File: src/rtl/alien_bomb_pkg.sv
// Shared game package: playfield geometry, field widths and the bomb FSM state type.
// Pure declarations; no logic and no latency.
// No flow control; consumers import the constants they need.
package alien_bomb_pkg;

  // Playfield geometry. Row 0 is the top of the screen and y grows downward.
  localparam int GRID_COLS      = 32;
  localparam int FORMATION_COLS = 8;

  // Field widths derived from the geometry.
  localparam int COL_W = $clog2(GRID_COLS);       // 5-bit column
  localparam int ROW_W = 4;                       // 16 rows
  localparam int CNT_W = 4;                       // cooldown range 0..15
  localparam int OFS_W = $clog2(FORMATION_COLS);  // drop offset inside formation

  localparam logic [ROW_W-1:0] SHIP_ROW   = 4'd14;
  localparam logic [ROW_W-1:0] BOTTOM_ROW = 4'd15;

  // COOL: no bomb on screen, cooldown counting down.
  // FALL: bomb on screen, moving one row per enable tick.
  typedef enum logic [0:0] {
    ST_COOL = 1'b0,
    ST_FALL = 1'b1
  } bomb_state_t;

  // Spawn row is one below the formation, pinned to the bottom row.
  function automatic logic [ROW_W-1:0] spawn_row(input logic [ROW_W-1:0] form_y);
    spawn_row = (form_y == BOTTOM_ROW) ? BOTTOM_ROW : form_y + 4'd1;
  endfunction

endpackage

File: src/rtl/alien_bomb_lfsr8.sv
// lfsr8: 8-bit Fibonacci LFSR, polynomial x^8+x^6+x^5+x^4+1, shifting left.
// Latency: new value one clock after each cycle with i_en high.
// No backpressure; i_en simply gates the advance.
//
// Ports:
//   clk      clock, rising edge
//   rst      asynchronous active-high reset, loads SEED
//   i_en     advance the sequence this clock
//   o_rnd    low OUT_W bits of the current state
module lfsr8 #(
  parameter logic [7:0] SEED  = 8'hA5,  // must be nonzero or the register locks up
  parameter int         OUT_W = 8
) (
  input  logic             clk,
  input  logic             rst,
  input  logic             i_en,
  output logic [OUT_W-1:0] o_rnd
);

  logic [7:0] r_state;
  logic       w_fb;

  // Taps 8,6,5,4 map to bits 7,5,4,3 when shifting toward the MSB.
  assign w_fb = r_state[7] ^ r_state[5] ^ r_state[4] ^ r_state[3];

  always_ff @(posedge clk or posedge rst) begin
    if (rst) begin
      r_state <= SEED;
    end else if (i_en) begin
      r_state <= {r_state[6:0], w_fb};
    end
  end

  assign o_rnd = r_state[OUT_W-1:0];

endmodule

File: src/rtl/alien_bomb.sv
// alien_bomb: single alien bomb - cooldown, drop from a pseudo-random formation column,
// fall, and collision against the player bullet and the ship.
// Latency: all outputs registered; a decision on enable tick N is visible after that edge.
// No backpressure; the block advances only on enable ticks (game_run low acts at once).
//
// Ports:
//   clk_12MHz, reset               clock and asynchronous active-high reset
//   enable                         game step tick
//   game_run, formation_alive      spawn permission; game_run low also kills the bomb
//   formation_x/_y                 formation leftmost column / bottom row
//   ship_x                         ship column (ship sits on SHIP_ROW)
//   bullet_flying/_x/_y            player bullet
//   bomb_flying/_x/_y              bomb state
//   ship_hit, bomb_shot            one-clock collision pulses
module alien_bomb
  import alien_bomb_pkg::*;
#(
  parameter int unsigned COOLDOWN  = 6,
  parameter logic [7:0]  LFSR_SEED = 8'hA5
) (
  input  logic             clk_12MHz,
  input  logic             reset,
  input  logic             enable,
  input  logic             game_run,
  input  logic             formation_alive,
  input  logic [COL_W-1:0] formation_x,
  input  logic [ROW_W-1:0] formation_y,
  input  logic [COL_W-1:0] ship_x,
  input  logic             bullet_flying,
  input  logic [COL_W-1:0] bullet_x,
  input  logic [ROW_W-1:0] bullet_y,
  output logic             bomb_flying,
  output logic [COL_W-1:0] bomb_x,
  output logic [ROW_W-1:0] bomb_y,
  output logic             ship_hit,
  output logic             bomb_shot
);

  localparam logic [CNT_W-1:0] COOL_INIT = CNT_W'(COOLDOWN);

  bomb_state_t      r_state;
  logic [COL_W-1:0] r_x;
  logic [ROW_W-1:0] r_y;
  logic [CNT_W-1:0] r_cool;
  logic             r_hit;
  logic             r_shot;

  bomb_state_t      w_state_nxt;
  logic [COL_W-1:0] w_x_nxt;
  logic [ROW_W-1:0] w_y_nxt;
  logic [CNT_W-1:0] w_cool_nxt;
  logic             w_hit_nxt;
  logic             w_shot_nxt;
  logic             w_clear;

  logic [OFS_W-1:0] w_drop_ofs;
  logic [COL_W-1:0] w_spawn_x;
  logic             w_bullet_on_bomb;

  // Free-running drop-column generator; it steps every clock so the drop
  // column depends on wall-clock timing, not just on the number of ticks.
  lfsr8 #(
    .SEED  (LFSR_SEED),
    .OUT_W (OFS_W)
  ) u_lfsr (
    .clk   (clk_12MHz),
    .rst   (reset),
    .i_en  (1'b1),
    .o_rnd (w_drop_ofs)
  );

  // Column addition wraps around the playfield edge on purpose.
  assign w_spawn_x = formation_x + COL_W'(w_drop_ofs);

  // The bullet travels upward, so it may sit on the bomb's row or the row just
  // below it. Compared one bit wider so a bomb on the bottom row never matches
  // a bullet wrapped back to row 0.
  assign w_bullet_on_bomb = bullet_flying && (bullet_x == r_x) &&
                            (({1'b0, bullet_y} == {1'b0, r_y}) ||
                             ({1'b0, bullet_y} == ({1'b0, r_y} + 5'd1)));

  always_comb begin
    w_state_nxt = r_state;
    w_x_nxt     = r_x;
    w_y_nxt     = r_y;
    w_cool_nxt  = r_cool;
    w_hit_nxt   = 1'b0;
    w_shot_nxt  = 1'b0;
    w_clear     = 1'b0;

    case (r_state)
      ST_COOL: begin
        if (enable) begin
          if (r_cool != '0) begin
            w_cool_nxt = r_cool - 1'b1;
          end else if (game_run && formation_alive) begin
            // Spawn tick: no collision check until the next tick.
            w_state_nxt = ST_FALL;
            w_x_nxt     = w_spawn_x;
            w_y_nxt     = spawn_row(formation_y);
          end
        end
      end

      ST_FALL: begin
        if (!game_run) begin
          // Game stopped: drop the bomb silently, even between ticks.
          w_clear = 1'b1;
        end else if (enable) begin
          if (w_bullet_on_bomb) begin
            w_shot_nxt = 1'b1;
            w_clear    = 1'b1;
          end else if ((r_y == SHIP_ROW) && (r_x == ship_x)) begin
            w_hit_nxt = 1'b1;
            w_clear   = 1'b1;
          end else if (r_y == BOTTOM_ROW) begin
            w_clear = 1'b1;
          end else begin
            w_y_nxt = r_y + 1'b1;
          end
        end
      end

      default: w_clear = 1'b1;
    endcase

    if (w_clear) begin
      w_state_nxt = ST_COOL;
      w_x_nxt     = '0;
      w_y_nxt     = '0;
      w_cool_nxt  = COOL_INIT;
    end
  end

  always_ff @(posedge clk_12MHz or posedge reset) begin
    if (reset) begin
      r_state <= ST_COOL;
      r_x     <= '0;
      r_y     <= '0;
      r_cool  <= COOL_INIT;
      r_hit   <= 1'b0;
      r_shot  <= 1'b0;
    end else begin
      r_state <= w_state_nxt;
      r_x     <= w_x_nxt;
      r_y     <= w_y_nxt;
      r_cool  <= w_cool_nxt;
      r_hit   <= w_hit_nxt;
      r_shot  <= w_shot_nxt;
    end
  end

  assign bomb_flying = (r_state == ST_FALL);
  assign bomb_x      = r_x;
  assign bomb_y      = r_y;
  assign ship_hit    = r_hit;
  assign bomb_shot   = r_shot;

endmodule

File: config.mk
export PLATFORM = sky130hd
export DESIGN_NAME = alien_bomb
export DESIGN_NICKNAME = d
export VERILOG_FILES = /design/src/rtl/alien_bomb_pkg.sv /design/src/rtl/alien_bomb_lfsr8.sv /design/src/rtl/alien_bomb.sv
export SDC_FILE = /design/constraint.sdc
export NUM_CORES = 1
export LEC_CHECK = 0
export CAP_MARGIN = 20
export CORE_ASPECT_RATIO = 1.25
export CORE_UTILIZATION = 30
export CTS_CLUSTER_DIAMETER = 50
export DETAILED_ROUTE_END_ITERATION = 8
export GPL_TIMING_DRIVEN = 0
export MAX_ROUTING_LAYER = met4
export PLACE_DENSITY = 0.61
export SYNTH_ARGS = -nofsm -noshare
export SYNTH_HDL_FRONTEND = slang
export SYNTH_HIERARCHICAL = 1
export SYNTH_SLANG_ARGS = --single-unit
File: constraint.sdc
create_clock -name clk_12MHz -period 3.39 [get_ports clk_12MHz]
set_clock_uncertainty 0.1 [all_clocks]
set_input_delay 1.017 -clock clk_12MHz [delete_from_list [all_inputs] [get_ports clk_12MHz]]
set_output_delay 1.017 -clock clk_12MHz [all_outputs]
set_load 0.02 [all_outputs]
==> impl_results.md <==
- Status: complete, no violations
- Top FF cell, synth: dfrtp_1
- FF-to-FF Start: r_cool[1]
- Worst setup slack after layout: 0.591 ns
- Commonest non-fill, non-tap cell in the layout: clkdlybuf4s50_1
- Vias in the first global route: 1,246
- Slew margin rel.: 0.598
- Hold path startpoint: u_lfsr/r_state[6]
- RSZ-0062 raised after global routing: no
- Cts hold-fix bufs: 0
- Yosys warning count: 6
- Final period utilization: 0.826
- Critical Path AT: 2.83 ns
- Root buffer cell: clkbuf_8
- CTS Buf Count: 3
- Clk network pwr share: 0.130
- Switching power share of the total: 0.372
- Power per Cell Area: 707 nW/µm²
- Syn nets: 194
- CP Launch Type: input port
- Largest net degree at the start of global routing: 17
- Num rows: 29
- H-Tree Level Count: 1
- Seq pwr share: 0.383
- Final design utilization: 0.415
- Routed WL per cell: 11.9 µm
- Critical Path Fanout Max: 5
- Setup bufs post-CTS: 0
- Seq cells post-synth: 24
- CTS clk-pin slew, worst paths: 0.08 ns
- Most frequent cells in the layout: clkdlybuf4s50_1, dfrtp_1, xnor2_1
- Chip Height: between 80 and 90 µm
- Initial antenna violation count: 0
- Comb power frac: 0.486
- VDD IR max: 0.350 mV
- Power Internal: slightly above 900 µW
- GR Overflow Total: 0
- Placed cell area: 2050 µm²
- Syn-to-layout area delta: 33.9%
- # fillers: 520
- Area of the die: 5540 µm²
- Synthesized area per cell: 10.0 µm²
- Hold Crit Depth: 1
- R2R Path End: bomb_y[2]
- Core Area: 5080 µm²
- Worst Path Required: 3.42 ns
- Worst-case clock buffer depth: 2
- DP Wirelength: between 2 and 3 mm
- Critical path type: in -> reg
- Final Max Slew Viols: 0
- Final wirelength: 3.13 mm
- Post-synthesis sequential area ratio: 0.386
- Endpoint class of the critical path: flop
- Global-route wire length before repair: 5.55 mm
- Slew at the pin closest to its max-slew limit: 0.602 ns
- Pre-Repair DR Iteration Count: 4
- Cells after Synth: roughly 160
- Worst Hold End: u_lfsr/r_state[7]
- Max Cap Viol: 0
- Min Tclk post-route: 2.80 ns
- Fin. Hold Viols: 0
- Worst min path class: reg -> reg
- CTS tree: done
- Highest clock rate: 357 MHz
- Drt initial violations: 75
- Nets: 239
- EDFF count, synth: 0
- Final setup viols: 0
- Reg-to-reg slack, setup: 1.20 ns
- Initial Util: 0.310
- Setup_tns: 0 ns
- Worst r2r path cells: 9
- Fraction of layout cells with a size suffix above 1: 0.144
- DR vias/cell: 4.83
- Post-route design area: 2110 µm²
- Clk sink count: 24
- PortBufs: 40
- Via count of the routed design: 1,270
- Mapped Area: 1570 µm²
- Routed Antenna Nets: 0
- Place WS: around 0.28 ns
- Post-synth cell types: between 40 and 50
- Worst-Skew Late Latency: 0.26 ns
- Pleak: 0.000823 µW
- Ports: 41
- # DRC: 0
- Die width: around 67 µm
- # diodes: 0
- Sw Pwr: 555 µW
- FFs w/ async S/R, synth: 1.00
- Post_cts resized: 0
- GP Congestion: 0.735
- Tot GR Track Use: 0.129
logic make-up (layout without fill, tap and decap cells):
| family | count (synthesis) | after routing | synth area share |
|---|---|---|---|
| and+or+nand+nor | 47 | 47 | 0.156 |
| buffers and inverters | 14 | 58 | 0.0421 |
| muxes | 10 | 10 | 0.0692 |
| DFF | 24 | 24 | 0.386 |
| AOI/OAI and AO/OA | 29 | 29 | 0.142 |
| xor gates and xnor gates | 24 | 24 | 0.134 |
| adders and majority gates | 8 | 8 | 0.0684 |
| other | 1 | 1 | 0.00238 |
sequential cells by signal (all words and copies together), names as in the netlist:
signal	cells
bomb_flying	1
bomb_shot	1
bomb_x	5
bomb_y	4
r_cool	4
ship_hit	1
u_lfsr/r_state	8
power by group through the flow:
stage	Combinational, µW	Clock, µW	Sequential, µW
2_1_floorplan	468	0	602
3_3_place_gp	716	0	580
3_5_place_dp	727	0	581
4_1_cts	732	201	575
5_1_grt	809	211	600
6_report	724	194	570
stage by stage:
stage          hold slack [ns]  power [µW]  instances
3_3_place_gp             0.385        1300        259
2_1_floorplan            0.376        1070        157
6_report                 0.412        1490        263
4_1_cts                  0.415        1510        263
5_1_grt                  0.439        1620        263
3_5_place_dp             0.394        1310        259
worst max path at each step:
stage	start	end	slack (ns)	cells past startpoint
finish	ship_x[4]	bomb_y[2]	0.59	7
global route	ship_x[4]	bomb_y[2]	0.46	7
CTS	ship_x[4]	bomb_y[2]	0.58	7
detailed placement	ship_x[4]	bomb_y[2]	0.28	7
global placement	ship_x[4]	bomb_y[2]	0.31	7
floorplan	ship_x[4]	bomb_y[2]	0.86	6
synth_stat cells (all sizes together), types with 3 or more instances:
master	number	area share
a211oi	3	0.014
a21oi	7	0.025
buf	6	0.023
dfrtp	18	0.29
dfstp	6	0.10
ha	7	0.056
inv	7	0.017
mux2	7	0.050
mux2i	3	0.019
nand2	8	0.019
nand3	6	0.019
nor2	15	0.036
o21ai	3	0.012
xnor2	17	0.095
xor2	7	0.039
layout make-up:
class	instances	area, µm²	area share
Buffer	7	40.0	0.0190
Clock buffer	4	55.1	0.0261
Inverter	7	26.3	0.0125
Multi-Input combinational cell	119	900	0.427
Sequential cell	24	608	0.289
Tap cell	62	77.6	0.0368
Timing Repair Buffer	40	400	0.190
critical path, stage by stage:
cell	delay (ns)
clkdlybuf4s50_1	0.41
xor2_1	0.15
or4_1	0.53
o21ai_0	0.22
a21oi_2	0.11
o21ai_2	0.23
o221ai_1	0.16
routing by layer:
layer	vias up	track usage	wire length (µm)
met5	-	-	0
met4	0	0.0232	12
met3	2	0.0165	124
met2	26	0.216	1610
met1	602	0.165	1390
li1	640	-	-
No activity file was read; power rests on OpenSTA's default activity.
